**config.mk**
```make
export PLATFORM = sky130hd
export DESIGN_NAME = d_branch_seq_flat
export DESIGN_NICKNAME = d
export VERILOG_FILES = /design/src/rtl/d_branch_seq_if.sv /design/src/rtl/d_branch_seq.sv /design/src/flat_wrapper.sv
export SDC_FILE = /design/constraint.sdc
export NUM_CORES = 1
export LEC_CHECK = 0
export ABC_CLOCK_PERIOD_IN_PS = 6130
export BUFFER_PORTS_ARGS = -buffer_cell sky130_fd_sc_hd__buf_4
export CORE_ASPECT_RATIO = 1.25
export CORE_MARGIN = 2
export CORE_UTILIZATION = 56
export DETAILED_ROUTE_END_ITERATION = 12
export PLACE_DENSITY = 0.87
export SYNTH_ARGS = -nofsm -noshare
export SYNTH_HDL_FRONTEND = slang
export SYNTH_SLANG_ARGS = --single-unit
```
**constraint.sdc**
```tcl
create_clock -name clk -period 6.13 [get_ports clk]
set_input_delay 0.613 -clock clk [delete_from_list [all_inputs] [get_ports clk]]
set_output_delay 0.613 -clock clk [all_outputs]
set_load 0.1 [all_outputs]
```
**src/rtl/d_branch_seq_if.sv**
```systemverilog
// Branch-sequencer bus: D-stage operands/handshake in, redirect/link/flush/statistics out.
interface d_branch_seq_if #(
   parameter int unsigned CNT_W = 16
);
   logic              br_valid;
   logic [2:0]        cmp_op;
   logic              rs_ready;
   logic              rt_ready;
   logic [31:0]       rs_data;
   logic [31:0]       rt_data;
   logic [31:0]       pc_d;
   logic [31:0]       offset;
   logic              stall;
   logic              redirect;
   logic [31:0]       target;
   logic              flush_slot;
   logic              link_we;
   logic [31:0]       link_data;
   logic [CNT_W-1:0]  br_total;
   logic [CNT_W-1:0]  br_taken;
   logic              err_timeout;

   // Pipeline side: presents the D-stage branch and consumes the sequencer results.
   modport master (
      output br_valid, cmp_op, rs_ready, rt_ready, rs_data, rt_data, pc_d, offset,
      input  stall, redirect, target, flush_slot, link_we, link_data,
             br_total, br_taken, err_timeout
   );

   // Sequencer side.
   modport slave (
      input  br_valid, cmp_op, rs_ready, rt_ready, rs_data, rt_data, pc_d, offset,
      output stall, redirect, target, flush_slot, link_we, link_data,
             br_total, br_taken, err_timeout
   );
endinterface

```
**src/rtl/d_branch_seq.sv**
```systemverilog
// D-stage branch sequencer: waits for forwarded operands, resolves beq/bltzal,
// then issues registered redirect / link-write / delay-slot flush pulses.
module d_branch_seq #(
   parameter int unsigned MAX_STALL = 3,
   parameter int unsigned CNT_W     = 16
) (
   input  logic          clk,
   input  logic          reset,
   d_branch_seq_if.slave bus
);

   localparam int unsigned SC_W      = $clog2(MAX_STALL + 1);
   localparam logic [2:0]  OP_BEQ    = 3'd1;
   localparam logic [2:0]  OP_BLTZAL = 3'd2;
   localparam logic [31:0] PC_INC4   = 32'd4;
   localparam logic [31:0] PC_INC8   = 32'd8;

   typedef enum logic [1:0] {
      S_IDLE = 2'd0,
      S_WAIT = 2'd1,
      S_SLOT = 2'd2
   } state_t;

   state_t           state_q;
   logic [SC_W-1:0]  stall_cnt_q;
   logic             redirect_q;
   logic             flush_slot_q;
   logic             link_we_q;
   logic             err_timeout_q;
   logic [31:0]      target_q;
   logic [31:0]      link_data_q;
   logic [CNT_W-1:0] br_total_q;
   logic [CNT_W-1:0] br_taken_q;

   logic             is_beq;
   logic             is_bltzal;
   logic             need;
   logic             ready;
   logic             taken;
   logic             cmp_window;
   logic             resolve;
   logic             stall_c;
   logic [SC_W-1:0]  stall_cnt_inc;
   logic             hit_max;

   // Operand readiness, branch condition and stall decision for the current cycle.
   always_comb begin
      is_beq        = 1'b0;
      is_bltzal     = 1'b0;
      need          = 1'b0;
      ready         = 1'b0;
      taken         = 1'b0;
      cmp_window    = 1'b0;
      resolve       = 1'b0;
      stall_c       = 1'b0;
      stall_cnt_inc = SC_W'(1);
      hit_max       = 1'b0;

      is_beq     = (bus.cmp_op == OP_BEQ);
      is_bltzal  = (bus.cmp_op == OP_BLTZAL);
      need       = bus.br_valid && (is_beq || is_bltzal);
      // bltzal only reads rs, so rt readiness is irrelevant for it
      ready      = bus.rs_ready && (bus.rt_ready || is_bltzal);
      taken      = is_bltzal ? bus.rs_data[31] : (bus.rs_data == bus.rt_data);
      // The delay-slot cycle never compares or stalls; a branch there is illegal
      cmp_window = (state_q != S_SLOT);
      resolve    = cmp_window && need && ready;
      stall_c    = cmp_window && need && !ready;

      // First stall cycle counts as 1; further cycles saturate at MAX_STALL
      if (state_q == S_WAIT) begin
         if (stall_cnt_q == SC_W'(MAX_STALL)) begin
            stall_cnt_inc = stall_cnt_q;
         end else begin
            stall_cnt_inc = stall_cnt_q + SC_W'(1);
         end
      end
      hit_max = stall_c && (stall_cnt_inc == SC_W'(MAX_STALL));
   end

   // Sequencer state, resolve capture, one-cycle pulses and saturating statistics.
   always_ff @(posedge clk or negedge reset) begin
      if (!reset) begin
         state_q       <= S_IDLE;
         stall_cnt_q   <= '0;
         redirect_q    <= 1'b0;
         flush_slot_q  <= 1'b0;
         link_we_q     <= 1'b0;
         err_timeout_q <= 1'b0;
         target_q      <= '0;
         link_data_q   <= '0;
         br_total_q    <= '0;
         br_taken_q    <= '0;
      end else begin
         // Pulses are high only in the cycle right after a resolve
         redirect_q   <= 1'b0;
         flush_slot_q <= 1'b0;
         link_we_q    <= 1'b0;

         if (hit_max) begin
            err_timeout_q <= 1'b1;
         end

         if (resolve) begin
            target_q     <= bus.pc_d + PC_INC4 + bus.offset;
            link_data_q  <= bus.pc_d + PC_INC8;
            redirect_q   <= taken;
            link_we_q    <= is_bltzal;
            flush_slot_q <= is_bltzal && !taken;
            if (br_total_q != {CNT_W{1'b1}}) begin
               br_total_q <= br_total_q + CNT_W'(1);
            end
            if (taken && (br_taken_q != {CNT_W{1'b1}})) begin
               br_taken_q <= br_taken_q + CNT_W'(1);
            end
         end

         case (state_q)
            S_IDLE: begin
               if (resolve) begin
                  state_q <= S_SLOT;
               end else if (stall_c) begin
                  state_q     <= S_WAIT;
                  stall_cnt_q <= stall_cnt_inc;
               end
            end
            S_WAIT: begin
               if (resolve) begin
                  state_q     <= S_SLOT;
                  stall_cnt_q <= '0;
               end else if (stall_c) begin
                  stall_cnt_q <= stall_cnt_inc;
               end else begin
                  // Branch killed upstream: abandon it without any side effect
                  state_q     <= S_IDLE;
                  stall_cnt_q <= '0;
               end
            end
            S_SLOT: begin
               state_q     <= S_IDLE;
               stall_cnt_q <= '0;
            end
            default: begin
               state_q     <= S_IDLE;
               stall_cnt_q <= '0;
            end
         endcase
      end
   end

   // Output mapping onto the bus.
   assign bus.stall       = stall_c;
   assign bus.redirect    = redirect_q;
   assign bus.target      = target_q;
   assign bus.flush_slot  = flush_slot_q;
   assign bus.link_we     = link_we_q;
   assign bus.link_data   = link_data_q;
   assign bus.br_total    = br_total_q;
   assign bus.br_taken    = br_taken_q;
   assign bus.err_timeout = err_timeout_q;

endmodule

```
**src/flat_wrapper.sv**
```systemverilog
// flat-port wrapper written by rule: the top's interface ports become plain ports
module d_branch_seq_flat 
#(
   parameter int unsigned MAX_STALL = 3,
   parameter int unsigned CNT_W     = 16
)
  (clk, reset, bus_br_valid, bus_cmp_op, bus_rs_ready, bus_rt_ready, bus_rs_data, bus_rt_data, bus_pc_d, bus_offset, bus_stall, bus_redirect, bus_target, bus_flush_slot, bus_link_we, bus_link_data, bus_br_total, bus_br_taken, bus_err_timeout);
  d_branch_seq_if #(.CNT_W(CNT_W)) bus_i ();
  input  logic clk;
  input  logic reset;
  input wire logic [$bits(bus_i.br_valid)-1:0] bus_br_valid;
  input wire logic [$bits(bus_i.cmp_op)-1:0] bus_cmp_op;
  input wire logic [$bits(bus_i.rs_ready)-1:0] bus_rs_ready;
  input wire logic [$bits(bus_i.rt_ready)-1:0] bus_rt_ready;
  input wire logic [$bits(bus_i.rs_data)-1:0] bus_rs_data;
  input wire logic [$bits(bus_i.rt_data)-1:0] bus_rt_data;
  input wire logic [$bits(bus_i.pc_d)-1:0] bus_pc_d;
  input wire logic [$bits(bus_i.offset)-1:0] bus_offset;
  output wire logic [$bits(bus_i.stall)-1:0] bus_stall;
  output wire logic [$bits(bus_i.redirect)-1:0] bus_redirect;
  output wire logic [$bits(bus_i.target)-1:0] bus_target;
  output wire logic [$bits(bus_i.flush_slot)-1:0] bus_flush_slot;
  output wire logic [$bits(bus_i.link_we)-1:0] bus_link_we;
  output wire logic [$bits(bus_i.link_data)-1:0] bus_link_data;
  output wire logic [$bits(bus_i.br_total)-1:0] bus_br_total;
  output wire logic [$bits(bus_i.br_taken)-1:0] bus_br_taken;
  output wire logic [$bits(bus_i.err_timeout)-1:0] bus_err_timeout;
  assign bus_i.br_valid = bus_br_valid;
  assign bus_i.cmp_op = bus_cmp_op;
  assign bus_i.rs_ready = bus_rs_ready;
  assign bus_i.rt_ready = bus_rt_ready;
  assign bus_i.rs_data = bus_rs_data;
  assign bus_i.rt_data = bus_rt_data;
  assign bus_i.pc_d = bus_pc_d;
  assign bus_i.offset = bus_offset;
  assign bus_stall = bus_i.stall;
  assign bus_redirect = bus_i.redirect;
  assign bus_target = bus_i.target;
  assign bus_flush_slot = bus_i.flush_slot;
  assign bus_link_we = bus_i.link_we;
  assign bus_link_data = bus_i.link_data;
  assign bus_br_total = bus_i.br_total;
  assign bus_br_taken = bus_i.br_taken;
  assign bus_err_timeout = bus_i.err_timeout;
  d_branch_seq #(.MAX_STALL(MAX_STALL), .CNT_W(CNT_W)) u_core (.clk(clk), .reset(reset), .bus(bus_i));
endmodule
```
## After elaboration in Yosys (flattened, before gate mapping)

Cells that the tools add are included.

| storage, ports and cells | value |
|---|---|
| input bits | 136 |
| memories kept | 0 |
| ROM bits | 0 |
| bits in registers | 104 |
| word-level logic and storage cells | 62 |
| output and inout bits | 101 |
| RAM bits | 0 |
| latch bits | 0 |

| cells by class | value |
|---|---|
| multipliers | 0 |
| equality and inequality tests | 13 |
| shift-type cells | 0 |
| reduce and logical (&&, ||, !) cells | 17 |
| multiplexer cells | 16 |
| divide/modulo/power cells | 0 |
| $add $sub $neg | 6 |
| bitwise gates (word level) | 0 |
| $lt $le $gt $ge | 0 |

Operators by type and width:

| operator | number |
|---|---|
| $add 16x1->16 const B | 2 |
| $add 32x3->32 const B | 1 |
| $add 32x32->32 | 1 |
| $add 32x4->32 const B | 1 |
| $eq 32x32->1 | 1 |
| $ne 16x16->1 const B | 2 |
| $mux 2 | 10 |
| $logic_and 1x1->1 | 8 |
| $pmux 2 s2 | 2 |
| $reduce_and 2->1 | 4 |
| $ne 2x2->1 const B | 3 |
| $ne 3x2->1 const B | 2 |
| $eq 2x2->1 const B | 2 |
| $mux 1 | 4 |
| $eq 3x1->1 const B | 1 |
| $eq 3x2->1 const B | 1 |
| $add 2x1->2 const B | 1 |
| $eq 2x1->1 const B | 1 |
| $logic_not 1->1 | 2 |
| $logic_not 2->1 | 1 |
| $logic_or 1x1->1 | 2 |

## Depth between registers and ports, before layout

| depth | value |
|---|---|
| depth after elaboration | 8 |
| depth in mapped cells | 11 |
| mapped depth without buffers | 11 |

## Worst setup path after synthesis

Ideal clock, no wire load.

| timing | value |
|---|---|
| kind | input-to-reg |
| from | in bus_offset[1] |
| to | reg u_core.target_q[23], in the netlist u_core.bus.target[23] |
| buffers on the path | 0 |
| required time | 6.004 ns |
| slack | 3.053 ns |
| cell stages on the path | 10 |
| data arrival time | 2.951 ns |
| setup time | 0.126 ns |
| cell sequence | ha_1 > ha_1 > fa_1 > a21o_1 > a221oi_2 > a211oi_1 > o21ai_2 > a21oi_1 > or2_1 > a221o_1 |

| on the way | value |
|---|---|
| cells in the longest elaborated chain, start to end | 1 |

RTL lines:

| element | line | source |
|---|---|---|
| start: declaration | flat_wrapper.sv:18 | `input wire logic [$bits(bus_i.offset)-1:0] bus_offset;` |
| $add 32x32->32 | d_branch_seq.sv:105 | `target_q <= bus.pc_d + PC_INC4 + bus.offset;` |
| end signal: assignment | d_branch_seq.sv:105 |  |
| end: declaration | d_branch_seq.sv:30 | `logic [31:0] target_q;` |

Every way passes these cells.
A chain may end at the register's enable or synchronous reset.

## Worst setup path in the final report

Same ends and word-level chain as after synthesis.

==> impl_metrics.tcl <==
set metrics [dict create \
    power_density_mw_per_mm2 363 \
    max_freq_mhz 321 \
    hold_buffers 0 \
    min_period_ns 3.12 \
    slew_violations 0 \
    slew_headroom_pct 34.2 \
    r2r-start "u_core.state_q[1]$_DFFE_PN0P_" \
    cts_htree_levels 3 \
    yosys-top-cells-count "nand2_1, dfrtp_1, o21ai_0" \
    startpoint_type "input port" \
    drc 0 \
    drtIter0Drc 255 \
    synth_edf_count 0 \
    initial_utilization_pct 56.7 \
    n_antenna_cell 0 \
    cp_slowest_stage_delay_ns 0.40 \
    hpwl_mm 14.9 \
    tns_ns 0 \
    async_reset_ff_share_pct 100 \
    placed_cell_area_sq_mm 0.00899 \
    path_cells "buf_4 -> ha_1 -> ha_1 -> fa_1 -> a21o_1 -> a221oi_2 -> a211oi_1 -> o21ai_2 -> a21oi_1 -> or2_1 -> a221o_1" \
    pwr-share-clk_pct 19.3 \
    avgSynthCellArea_sq_um 9.08 \
    routedWlPerCell_um 16.1 \
    fin_area_sq_mm 0.00933 \
    cts_sinks 104 \
    io_pins 237 \
    synth_seq_cells 104 \
    yosysSeqAreaShare_pct 36.6 \
    cts_tree "done" \
    postRouteAntennaNets 0 \
    areaGrowthSynthToFinish_pct 31.0 \
    wirelength_mm 19.0 \
    finalCritPeriodShare_pct 50.9 \
    gp_congestion 0.893 \
    antenna_found_initial 0 \
    layout-drive-gt1-share_pct 27.4 \
    track_usage_pct 27.8 \
    grt_start_max_net_pins 91 \
    netSwitchingFraction_pct 52.0 \
    die_y_um 130 \
    yosysTopAreaCell "dfrtp_1" \
    critPathKind "in -> reg" \
    yosys.cell_types.count 57 \
    setup_viol 0 \
    clock-root-buffer "clkbuf_16" \
    yosys-top-cells-area "dfrtp_1, ha_1, xnor2_1" \
    grt_pass1_vias 6365 \
    fillerInstances 940 \
    cpMostUsedCell "ha_1" \
    clk_pin_slew_ns 0.08 \
    seqPwrFrac_pct 27.2 \
    clk_path_buf_depth 2 \
    reg2reg_depth 7 \
    ff2ff_setup_slack_ns 3.21 \
    clk_latency_ns 0.35 \
    hold_violations 0 \
    synth_area_sq_mm 0.00712 \
    p_sw_mw 1.76 \
    netlist_instances 784 \
    p_comb_share_pct 53.4 \
    r2r_end "u_core.bus.br_total[10]$_DFFE_PN0P_" \
    fin_skew_ns 0.00948 \
    postCtsResizedCells 0 \
    arrival_ns 3.35 \
    slowest_stage "fa_1" \
    fp.dieW_um 105 \
    dieArea_sq_mm 0.0136 \
    power.internal_mw 1.63 \
    nets 1205 \
    first_pass_iters 5 \
    grt_first_pass_wirelength_mm 30.4 \
    max-cap-violations 0 \
    vias 6578 \
    grt_remaining_overflow 0 \
    leakagePower_nw 4.52 \
    synthFlopType "dfrtp_1" \
    yosysMostFrequentCell "nand2_1" \
    yosysWarnings 0 \
    hold_class "in -> async" \
    post-route-util_pct 74.3 \
    critPathMaxFanout 4 \
    port_buffers 236 \
    drt-vias-per-instance 5.59 \
    syn_nets 985 \
    tightest_slew_ns 0.982 \
    required_ns 6.36 \
    num_rows 46 \
    cts_made_buffers 9 \
    core_area_sq_mm 0.0125 \
    status "finished, final reports clean" \
    endpoint_kind "register" \
    synth_top_area_share_pct 36.6 \
    rsz0062_at_grt "false" \
    ir_drop_v 0.000465 \
    cts_setup_buffers 0 \
]
-- sequential cells by signal, summed over array words and instances (netlist names) --
signal                  flops
u_core.bus.br_total        16
u_core.stall_cnt_q          2
u_core.bus.err_timeout      1
u_core.bus.link_data       32
u_core.bus.redirect         1
u_core.bus.target          32
u_core.state_q              2
u_core.bus.flush_slot       1
u_core.bus.br_taken        16
u_core.bus.link_we          1
-- per-stage QoR --
step                setup slack [ns]  cells  hold slack, ns  total power, mW
floorplan                       3.05    784           0.317             2.28
global placement                2.74   1161           0.461             2.72
detailed placement              2.69   1161           0.469             2.74
CTS                             3.04   1177           0.286             3.40
global route                    2.86   1177           0.319             3.52
finish                          3.01   1177           0.269             3.39
-- cells in the final DEF (no fill, tap or decap), drive strengths merged, types with 5 or more instances in the layout --
cell type / n
xor2: 47
nand3: 25
and4: 7
or3: 5
buf: 238
nor3: 25
clkbuf: 11
ha: 64
a21o: 8
o21ai: 67
a31oi: 5
o31ai: 5
a211oi: 8
dfrtp: 104
o21a: 7
o211ai: 6
a211o: 5
nand4: 24
xnor2: 64
nor2: 41
and3: 17
a21oi: 28
nand2: 128
inv: 14
-- worst max path at each step --
stage / startpoint / end / slack, ns
finish: bus_offset[1] / u_core.bus.target[23]$_DFFE_PN0P_ / 3.01
global route: bus_offset[1] / u_core.bus.target[23]$_DFFE_PN0P_ / 2.86
CTS: bus_offset[1] / u_core.bus.target[23]$_DFFE_PN0P_ / 3.04
detailed placement: bus_offset[1] / u_core.bus.target[23]$_DFFE_PN0P_ / 2.69
global placement: bus_offset[1] / u_core.bus.target[23]$_DFFE_PN0P_ / 2.74
floorplan: bus_offset[1] / u_core.bus.target[23]$_DFFE_PN0P_ / 3.05
-- cell type report --
cell class / count / area (sq um) / area share, %
clock inverter: 5 / 85.1 / 0.912
tap: 168 / 210 / 2.25
timing repair buffer: 238 / 1790 / 19.2
sequential: 104 / 2600 / 27.9
multi-input combinational: 639 / 4350 / 46.6
inverter: 12 / 45.0 / 0.483
clock buffer: 11 / 253 / 2.71
-- power groups by stage --
stage / combinational [mW] / sequential (mW) / clock (mW)
floorplan: 0.352 / 1.93 / 0
global placement: 1.79 / 0.927 / 0
detailed placement: 1.81 / 0.932 / 0
CTS: 1.82 / 0.922 / 0.659
global route: 1.89 / 0.938 / 0.689
finish: 1.81 / 0.923 / 0.655
-- critical path: cells and delay by family --
family | cells | cell delay, ns
compound gates | 6 | 1.46
fa+ha+maj | 3 | 0.91
simple gates | 1 | 0.25
buf+inv | 1 | 0.11
-- per-layer routing --
layer | GRT usage [%] | share of wire, % | vias to the layer above
met5 | 0 | 0 | -
met4 | 14.0 | 3.9 | 0
met3 | 4.20 | 4.9 | 48
met2 | 47.9 | 50 | 211
met1 | 34.2 | 41 | 3087
li1 | - | - | 3232
-- kinds of logic after synthesis --
family	after synthesis	share of synthesized area [%]
AO/OA/AOI/OAI	159	14.4
multiplexers	4	0.633
flip-flops	104	36.6
AND/OR/NAND/NOR	300	20.9
buffers and inverters	41	2.39
adder cells (fa/ha/maj)	65	11.5
XOR/XNOR	111	13.7
No activity file was read; power rests on OpenSTA's default activity.
